[src/rtl/pll_seq_ctrl.sv]
// PLL bring-up sequencer: pulses PLL reset, waits for a stable lock, releases the
// downstream reset, retries on timeout and applies divider reconfiguration requests.
module pll_seq_ctrl #(
    parameter int unsigned RST_CYC    = 27,
    parameter int unsigned LOCK_TMO   = 270000,
    parameter int unsigned STABLE_CYC = 1024,
    parameter int unsigned MAX_RETRY  = 3,
    parameter logic [5:0]  DEF_IDSEL  = 6'd0,
    parameter logic [5:0]  DEF_FBDSEL = 6'd0,
    parameter logic [5:0]  DEF_ODSEL  = 6'd0
) (
    input  logic       clk,
    input  logic       resetn,
    input  logic       pll_lock,
    output logic       pll_reset,
    output logic [5:0] pll_idsel,
    output logic [5:0] pll_fbdsel,
    output logic [5:0] pll_odsel,
    input  logic       cfg_req,
    input  logic [5:0] cfg_idsel,
    input  logic [5:0] cfg_fbdsel,
    input  logic [5:0] cfg_odsel,
    output logic       cfg_ack,
    output logic       sys_rst_n,
    output logic       ready,
    output logic       fail,
    output logic [7:0] lost_cnt
);

    localparam int unsigned MAX_A   = (RST_CYC > LOCK_TMO) ? RST_CYC : LOCK_TMO;
    localparam int unsigned MAX_CYC = (MAX_A > STABLE_CYC) ? MAX_A : STABLE_CYC;
    localparam int unsigned CNT_W   = (MAX_CYC < 1) ? 1 : $clog2(MAX_CYC + 1);
    localparam int unsigned RETRY_W = (MAX_RETRY < 1) ? 1 : $clog2(MAX_RETRY + 1);
    localparam int unsigned LOST_W  = 8;

    localparam logic [CNT_W-1:0]   RST_LAST  = CNT_W'((RST_CYC > 0) ? RST_CYC - 1 : 0);
    localparam logic [CNT_W-1:0]   TMO_LAST  = CNT_W'((LOCK_TMO > 0) ? LOCK_TMO - 1 : 0);
    // The lk=1 cycle seen in WAIT_LOCK counts as the first stable cycle.
    localparam logic [CNT_W-1:0]   STB_LAST  = CNT_W'((STABLE_CYC >= 2) ? STABLE_CYC - 2 : 0);
    localparam logic [RETRY_W-1:0] RETRY_MAX = RETRY_W'(MAX_RETRY);
    localparam logic [LOST_W-1:0]  LOST_SAT  = {LOST_W{1'b1}};

    typedef enum logic [2:0] {
        S_RST       = 3'd0,
        S_WAIT_LOCK = 3'd1,
        S_STABLE    = 3'd2,
        S_RUN       = 3'd3,
        S_FAIL      = 3'd4
    } state_t;

    state_t              r_state;
    state_t              w_nxt_state;
    logic [CNT_W-1:0]    r_cnt;
    logic [CNT_W-1:0]    w_nxt_cnt;
    logic [RETRY_W-1:0]  r_retry;
    logic [RETRY_W-1:0]  w_nxt_retry;
    logic [LOST_W-1:0]   r_lost;
    logic [LOST_W-1:0]   w_nxt_lost;
    logic                w_accept;

    logic                r_lk_meta;
    logic                r_lk;
    logic                r_pll_reset;
    logic                r_sys_rst_n;
    logic                r_ready;
    logic                r_fail;
    logic                r_cfg_ack;
    logic [5:0]          r_idsel;
    logic [5:0]          r_fbdsel;
    logic [5:0]          r_odsel;

    // Two-flop synchronizer for the asynchronous PLL lock
    always_ff @(posedge clk or negedge resetn) begin
        if (!resetn) begin
            r_lk_meta <= 1'b0;
            r_lk      <= 1'b0;
        end else begin
            r_lk_meta <= pll_lock;
            r_lk      <= r_lk_meta;
        end
    end

    always_comb begin
        w_nxt_state = r_state;
        w_nxt_cnt   = r_cnt;
        w_nxt_retry = r_retry;
        w_nxt_lost  = r_lost;
        w_accept    = 1'b0;

        case (r_state)
            S_RST: begin
                if (r_cnt >= RST_LAST) begin
                    w_nxt_state = S_WAIT_LOCK;
                    w_nxt_cnt   = '0;
                end else begin
                    w_nxt_cnt = r_cnt + CNT_W'(1);
                end
            end
            S_WAIT_LOCK: begin
                if (r_lk) begin
                    w_nxt_state = S_STABLE;
                    w_nxt_cnt   = '0;
                end else if (r_cnt >= TMO_LAST) begin
                    w_nxt_cnt = '0;
                    if (r_retry < RETRY_MAX) begin
                        w_nxt_retry = r_retry + RETRY_W'(1);
                        w_nxt_state = S_RST;
                    end else begin
                        w_nxt_state = S_FAIL;
                    end
                end else begin
                    w_nxt_cnt = r_cnt + CNT_W'(1);
                end
            end
            S_STABLE: begin
                if (!r_lk) begin
                    w_nxt_state = S_WAIT_LOCK;
                    w_nxt_cnt   = '0;
                end else if (r_cnt >= STB_LAST) begin
                    w_nxt_state = S_RUN;
                    w_nxt_cnt   = '0;
                    w_nxt_retry = '0;
                end else begin
                    w_nxt_cnt = r_cnt + CNT_W'(1);
                end
            end
            S_RUN: begin
                // A config request and a lock loss in the same cycle are both honoured
                if (cfg_req) begin
                    w_accept    = 1'b1;
                    w_nxt_retry = '0;
                    w_nxt_state = S_RST;
                    w_nxt_cnt   = '0;
                end
                if (!r_lk) begin
                    w_nxt_lost  = (r_lost == LOST_SAT) ? r_lost : r_lost + LOST_W'(1);
                    w_nxt_state = S_RST;
                    w_nxt_cnt   = '0;
                end
            end
            S_FAIL: begin
                if (cfg_req) begin
                    w_accept    = 1'b1;
                    w_nxt_retry = '0;
                    w_nxt_state = S_RST;
                    w_nxt_cnt   = '0;
                end
            end
            default: begin
                w_nxt_state = S_RST;
                w_nxt_cnt   = '0;
            end
        endcase
    end

    always_ff @(posedge clk or negedge resetn) begin
        if (!resetn) begin
            r_state <= S_RST;
            r_cnt   <= '0;
            r_retry <= '0;
            r_lost  <= '0;
        end else begin
            r_state <= w_nxt_state;
            r_cnt   <= w_nxt_cnt;
            r_retry <= w_nxt_retry;
            r_lost  <= w_nxt_lost;
        end
    end

    // Outputs registered from the next state so they line up with the state register
    always_ff @(posedge clk or negedge resetn) begin
        if (!resetn) begin
            r_pll_reset <= 1'b1;
            r_sys_rst_n <= 1'b0;
            r_ready     <= 1'b0;
            r_fail      <= 1'b0;
            r_cfg_ack   <= 1'b0;
            r_idsel     <= DEF_IDSEL;
            r_fbdsel    <= DEF_FBDSEL;
            r_odsel     <= DEF_ODSEL;
        end else begin
            r_pll_reset <= (w_nxt_state == S_RST) || (w_nxt_state == S_FAIL);
            r_sys_rst_n <= (w_nxt_state == S_RUN);
            r_ready     <= (w_nxt_state == S_RUN);
            r_fail      <= (w_nxt_state == S_FAIL);
            r_cfg_ack   <= w_accept;
            if (w_accept) begin
                r_idsel  <= cfg_idsel;
                r_fbdsel <= cfg_fbdsel;
                r_odsel  <= cfg_odsel;
            end
        end
    end

    assign pll_reset  = r_pll_reset;
    assign sys_rst_n  = r_sys_rst_n;
    assign ready      = r_ready;
    assign fail       = r_fail;
    assign cfg_ack    = r_cfg_ack;
    assign lost_cnt   = r_lost;
    assign pll_idsel  = r_idsel;
    assign pll_fbdsel = r_fbdsel;
    assign pll_odsel  = r_odsel;

endmodule

[config.mk]
export PLATFORM = sky130hd
export DESIGN_NAME = pll_seq_ctrl
export DESIGN_NICKNAME = d
export VERILOG_FILES = /design/src/rtl/pll_seq_ctrl.sv
export SDC_FILE = /design/constraint.sdc
export NUM_CORES = 1
export LEC_CHECK = 0
export BUFFER_PORTS_ARGS = -buffer_cell sky130_fd_sc_hd__buf_2
export CAP_MARGIN = 20
export CORE_ASPECT_RATIO = 1.5
export CORE_MARGIN = 1
export CORE_UTILIZATION = 55
export CTS_BUF_LIST = sky130_fd_sc_hd__clkbuf_8
export DETAILED_ROUTE_END_ITERATION = 10
export PLACE_DENSITY = 0.83
export SLEW_MARGIN = 5
export SYNTH_ARGS = -nofsm -noshare
export SYNTH_HDL_FRONTEND = slang
export SYNTH_SLANG_ARGS = --single-unit
[constraint.sdc]
create_clock -name clk -period 3.4 [get_ports clk]
set_clock_uncertainty 0.15 [all_clocks]
set_input_delay 0 -clock clk [delete_from_list [all_inputs] [get_ports clk]]
set_output_delay 0 -clock clk [all_outputs]
set_load 0.005 [all_outputs]
Yosys cells after proc, flatten, opt, wreduce, memory -nomap -nowiden
Cells that the tools add are included.

word-level totals
  register bits after elaboration = 56
  bits in latches = 0
  RAM bits = 0
  memory bits (read-only) = 0
  output and inout bits = 31
  word-level logic and storage cells = 68
  memories kept = 0

cells by class
  add/sub/neg operators = 3
  $mul = 0
  divide/modulo/power cells = 0
  magnitude comparators = 4
  eq/ne operators = 13
  shifts and indexed selects = 0
  mux-type cells = 26
  bitwise logic cells = 2
  reductions and logical operators = 7

operators with widths
  kind                     number
  $mux W19                 7
  $pmux W19 S5             1
  $mux W3                  8
  $add A19 B1 Y19 const B  1
  $ge A19 B10 Y1 const B   1
  $ge A19 B19 Y1 const B   1
  $ge A19 B5 Y1 const B    1
  $pmux W3 S5              1
  $mux W2                  6
  $ne A2 B2 Y1 const B     5
  $eq A3 B2 Y1 const B     3
  $add A8 B1 Y8 const B    1
  $eq A8 B8 Y1 const B     1
  $reduce_and A7 Y1        1
  $eq A3 B3 Y1 const B     2
  $logic_not A3 Y1         2
  $pmux W2 S3              1
  $eq A3 B1 Y1 const B     1
  $reduce_and A3 Y1        1
  $reduce_bool A3 Y1       1
  $add A2 B1 Y2 const B    1
  $lt A2 B2 Y1 const B     1
  $mux W1                  2
  $ne A2 B1 Y1 const B     1
  other kinds (3)          4

Logic depth before layout (Yosys ltp)
  depth after elaboration = 7
  depth in mapped cells = 8
  gate-level depth less buffers = 7

Least setup slack after synthesis
No wires, ideal clock.

  path kind = register to register
  from = register r_cnt[15]
  to = register r_cnt[12]
  data arrival time = 2175 ps
  data required time = 3167 ps
  slack = 992 ps
  stages on the path, launching flop included = 8
  period minus slack after synthesis = 2408 ps
  cells stage by stage = dfrtp_1 -> or4_4 -> o21ai_2 -> o211ai_2 -> o221a_4 -> buf_6 -> or4_1 -> o21ai_0

on the way
  longest elaborated chain between the ends = 4
  elaborated cells between the ends (all ways) = 9

RTL lines
  item                                                     line      RTL
  start, declared                                          53        logic [CNT_W-1:0] r_cnt;
  start signal, assigned                                   164       r_cnt <= w_nxt_cnt;
  $ge A19 B10 Y1 / $ge A19 B19 Y1 (equally long branches)  119, 103
  $mux W19 (on tied branches)                              119, 103
  $mux W19 (on tied branches)                              116, 100
  $pmux W19 S5 *                                           90        case (r_state)
  via w_nxt_cnt[12]                                        54        logic [CNT_W-1:0] w_nxt_cnt;

Mark *: on every way through the listed nets, which the timed path passes. The rest lies on a longest branch.
A chain may end at the register's enable or synchronous reset.

Worst setup path after layout
  from = register r_cnt[8]
  to = register r_cnt[6]

The elaborated chain is that of the path after synthesis.

==> summary.txt <==
Status
  • Status: finished clean

Yosys
  • Yosys reg bits: 56
  • Post-synth ARST share: between 90% and 100%
  • Dominant synthesized flop cell: dfrtp_1
  • Yosys top cell by area: dfrtp_1
  • Mean area per synthesized cell: roughly 11 um2
  • Synth top area cells: dfrtp_1, mux2_2, o21ai_0
  • Area fraction of the dominant cell type after synthesis: about half
  • Number of flops mapped to enable cells by yosys: 0
  • Commonest cells post-synth: dfrtp_1, o21ai_0, mux2_2, nand2_1, nand3_1
  • Mapped Cells: 246
  • Mapped Area: ~2700 um2
  • Post-synthesis sequential area ratio: 52.56%
  • Ys Warns: 0
  • Top-count cell post-synth: dfrtp_1
  • Net count after synthesis: 272
  • Synth cell types: 49

Final layout
  • Multi-input gate area: 1202 um2
  • Fill count: 302
  • Fraction of layout instances using a drive strength above 1: between 20 and 30%
  • Core Util, Final: between 70% and 80%
  • Nets: 347
  • Area grow syn2layout: 23.58%
  • Inserted Diodes: 0
  • Register area: about 1400 um2

Power
  • Worst vdd ir: 0.2665 mV
  • Int Power: 1.268 mW
  • Seq pwr share: 50.1%
  • Clock Power Share: between 10% and 20%
  • Leakage: 1.515 nW
  • Sw frac: 32.21%
  • Cell Pwr Density: 567.2 nW/um2
  • Part of the power in combinational logic: 30.3%
  • Switching pwr: 0.6026 mW
  • Post-layout power: around 1.9 mW

Die
  • Core ar.: 4579 um2
  • Die Width: roughly 59 um
  • Starting Density: 58.28%
  • Placement Rows: 30
  • Die Area: 5141 um2
  • Top-Level Pins: 53
  • Die Y: a little under 90 um

Timing
  • Final Hold Fails: 0
  • Final setup viols: 0
  • Rel. slew slack: 46.92%
  • Setup TNS: 0 ns
  • Slew at the pin with the worst max-slew slack: 0.7962 ns
  • Final WS setup: 0.5074 ns
  • Fin crit period: 2.893 ns
  • Fin. max-slew vios: 0
  • RSZ-0062 raised after global routing: false
  • Tcrit/Tclk final: 85.08%
  • F_max: ~0.35 GHz

Drt
  • DRC: 0
  • Vias: 2235
  • Vias/cell: 5.790
  • Final WL: between 5000 and 6000 um
  • Post-DRT Antenna Nets: 0
  • First-pass iteration count of the detailed router: 4
  • Initial DRC Count: 99
  • Drt wl/cell: 15.53 um

Min path
  • Worst hold-check path type: in2async

CTS
  • CTS tree: done
  • Clk slew on worst S/H paths: 0.09 ns
  • H-tree depth: 2
  • Post-CTS Setup Bufs: 0
  • CTS Sinks: 56
  • Clk Latency, worst-skew pair: between 0.2 and 0.3 ns
  • Clock Tree Root: clkbuf_8
  • Deepest clock path buffer count: 2
  • Total CTS buffers: 5

GRT
  • Global-route wire length before repair: 9894 um
  • Vias in the first global route: 2189
  • Largest net degree at the start of global routing: 39
  • Overall routing resource usage: 25.08%
  • Initial antenna violation count: 0
  • Total gr overflow: 0

Setup path
  • WP data arrival: 2.90 ns
  • Worst Setup Path Type: reg2reg
  • CP Launch Type: register
  • Critical Path Sink Type: register
  • Crit path max fanout: 23
  • CP required: 3.41 ns

Placed design
  • Post-place setup slack: 0.5702 ns
  • IO buf count: 52
  • DPL Wire Length: 3816 um
  • GPL Wtd Cong: ~0.91

Job
  • Total of max-cap violations: 0
[metal layers]
layer  vias to the layer above  track usage [%]  wire length (um)
li1                       1060                -                 -
met1                      1073            30.71              2437
met2                        85            44.01              3133
met3                        17            4.012               272
met4                         0            8.658               151
met5                         -                0                 0
[metrics by stage]
| stage | area [um2] | instances | hold WS, ns |
|---|---|---|---|
| floorplan | 2669 | 246 | -0.4456 |
| global placement | 2990 | 357 | -0.04081 |
| detailed placement | 2990 | 357 | -0.03404 |
| CTS | 3298 | 386 | 0.2011 |
| global route | 3298 | 386 | 0.2132 |
| finish | 3298 | 386 | 0.1939 |
[area by class of cell]
class / count / share of cell area [%]
inverters: 6 / 0.6829
clock buffers: 6 / 2.504
repair buffers: 76 / 14.95
flip-flops and latches: 56 / 42.53
clock inverters: 2 / 0.4552
well taps: 64 / 2.428
multi-input cells: 176 / 36.46
[path summary, 6_finish.rpt]
kind	start	to	slack (ns)	depth (start not counted)
max in group asynchronous	resetn	pll_reset$_DFF_PN1_	2.09	3
min	resetn	lost_cnt[5]$_DFFE_PN0P_	0.19	2
max	r_cnt[8]$_DFF_PN0_	r_cnt[6]$_DFF_PN0_	0.51	6
min reg2reg	r_lk_meta$_DFF_PN0_	r_lk$_DFF_PN0_	0.21	0
max reg2reg	r_cnt[8]$_DFF_PN0_	r_cnt[6]$_DFF_PN0_	0.51	6
min in group clk	r_lk_meta$_DFF_PN0_	r_lk$_DFF_PN0_	0.21	0
[critical path: stages, from the launching register on]
cell,delay [ns]
dfrtp_1,0.45
or2_2,0.34
or4_1,0.56
o211ai_2,0.24
o221a_4,0.37
and2_1,0.45
o21ai_0,0.19
[cells by family (layout without fill, tap and decap cells)]
group,count (synthesis),in the layout,synth area share (%)
simple gates,93,93,19.55
mux,21,21,8.814
buf+inv,14,90,2.531
flops,56,56,52.56
fa+ha+maj,4,4,1.875
compound gates,50,50,12.05
xor+xnor,8,8,2.625
[cell usage in the layout (no fill, tap or decap), drive strengths merged, types with 2 or more instances in the layout]
cell type	instances
xor2	4
or2	3
dfrtp	55
o21ai	28
xnor2	4
nor4	2
o211ai	3
or3	11
clkbuf	6
buf	55
and2	4
a21o	2
inv	6
nand2	20
o32ai	2
o31ai	3
nand4	9
nand3	12
a21oi	4
nor3	5
clkinvlp	2
or4	8
dlygate4sd3	21
nor2	11
ha	4
mux2	20
[power by group through the flow]
stage / Combinational, mW / Clock, mW / Sequential (mW)
after floorplan: 0.337 / 0 / 0.938
after global placement: 0.518 / 0 / 0.931
after detailed placement: 0.538 / 0 / 0.943
after CTS: 0.558 / 0.382 / 0.929
after global routing: 0.628 / 0.413 / 0.958
final: 0.567 / 0.366 / 0.938
[sequential cells by signal (all words and copies together), names as in the netlist]
signal / cells
cfg_ack: 1
fail: 1
lost_cnt: 8
pll_fbdsel: 6
pll_idsel: 6
pll_odsel: 6
pll_reset: 1
r_cnt: 19
r_lk: 1
r_lk_meta: 1
r_retry: 2
r_state: 3
ready: 1
[what timing repair did]
item | CTS | global route
hold endpoints to repair | 59 | 0
gates resized for setup | 0 | 0
hold buffers | 21 | 0
Note: power is estimated with default switching activity, not from simulation.
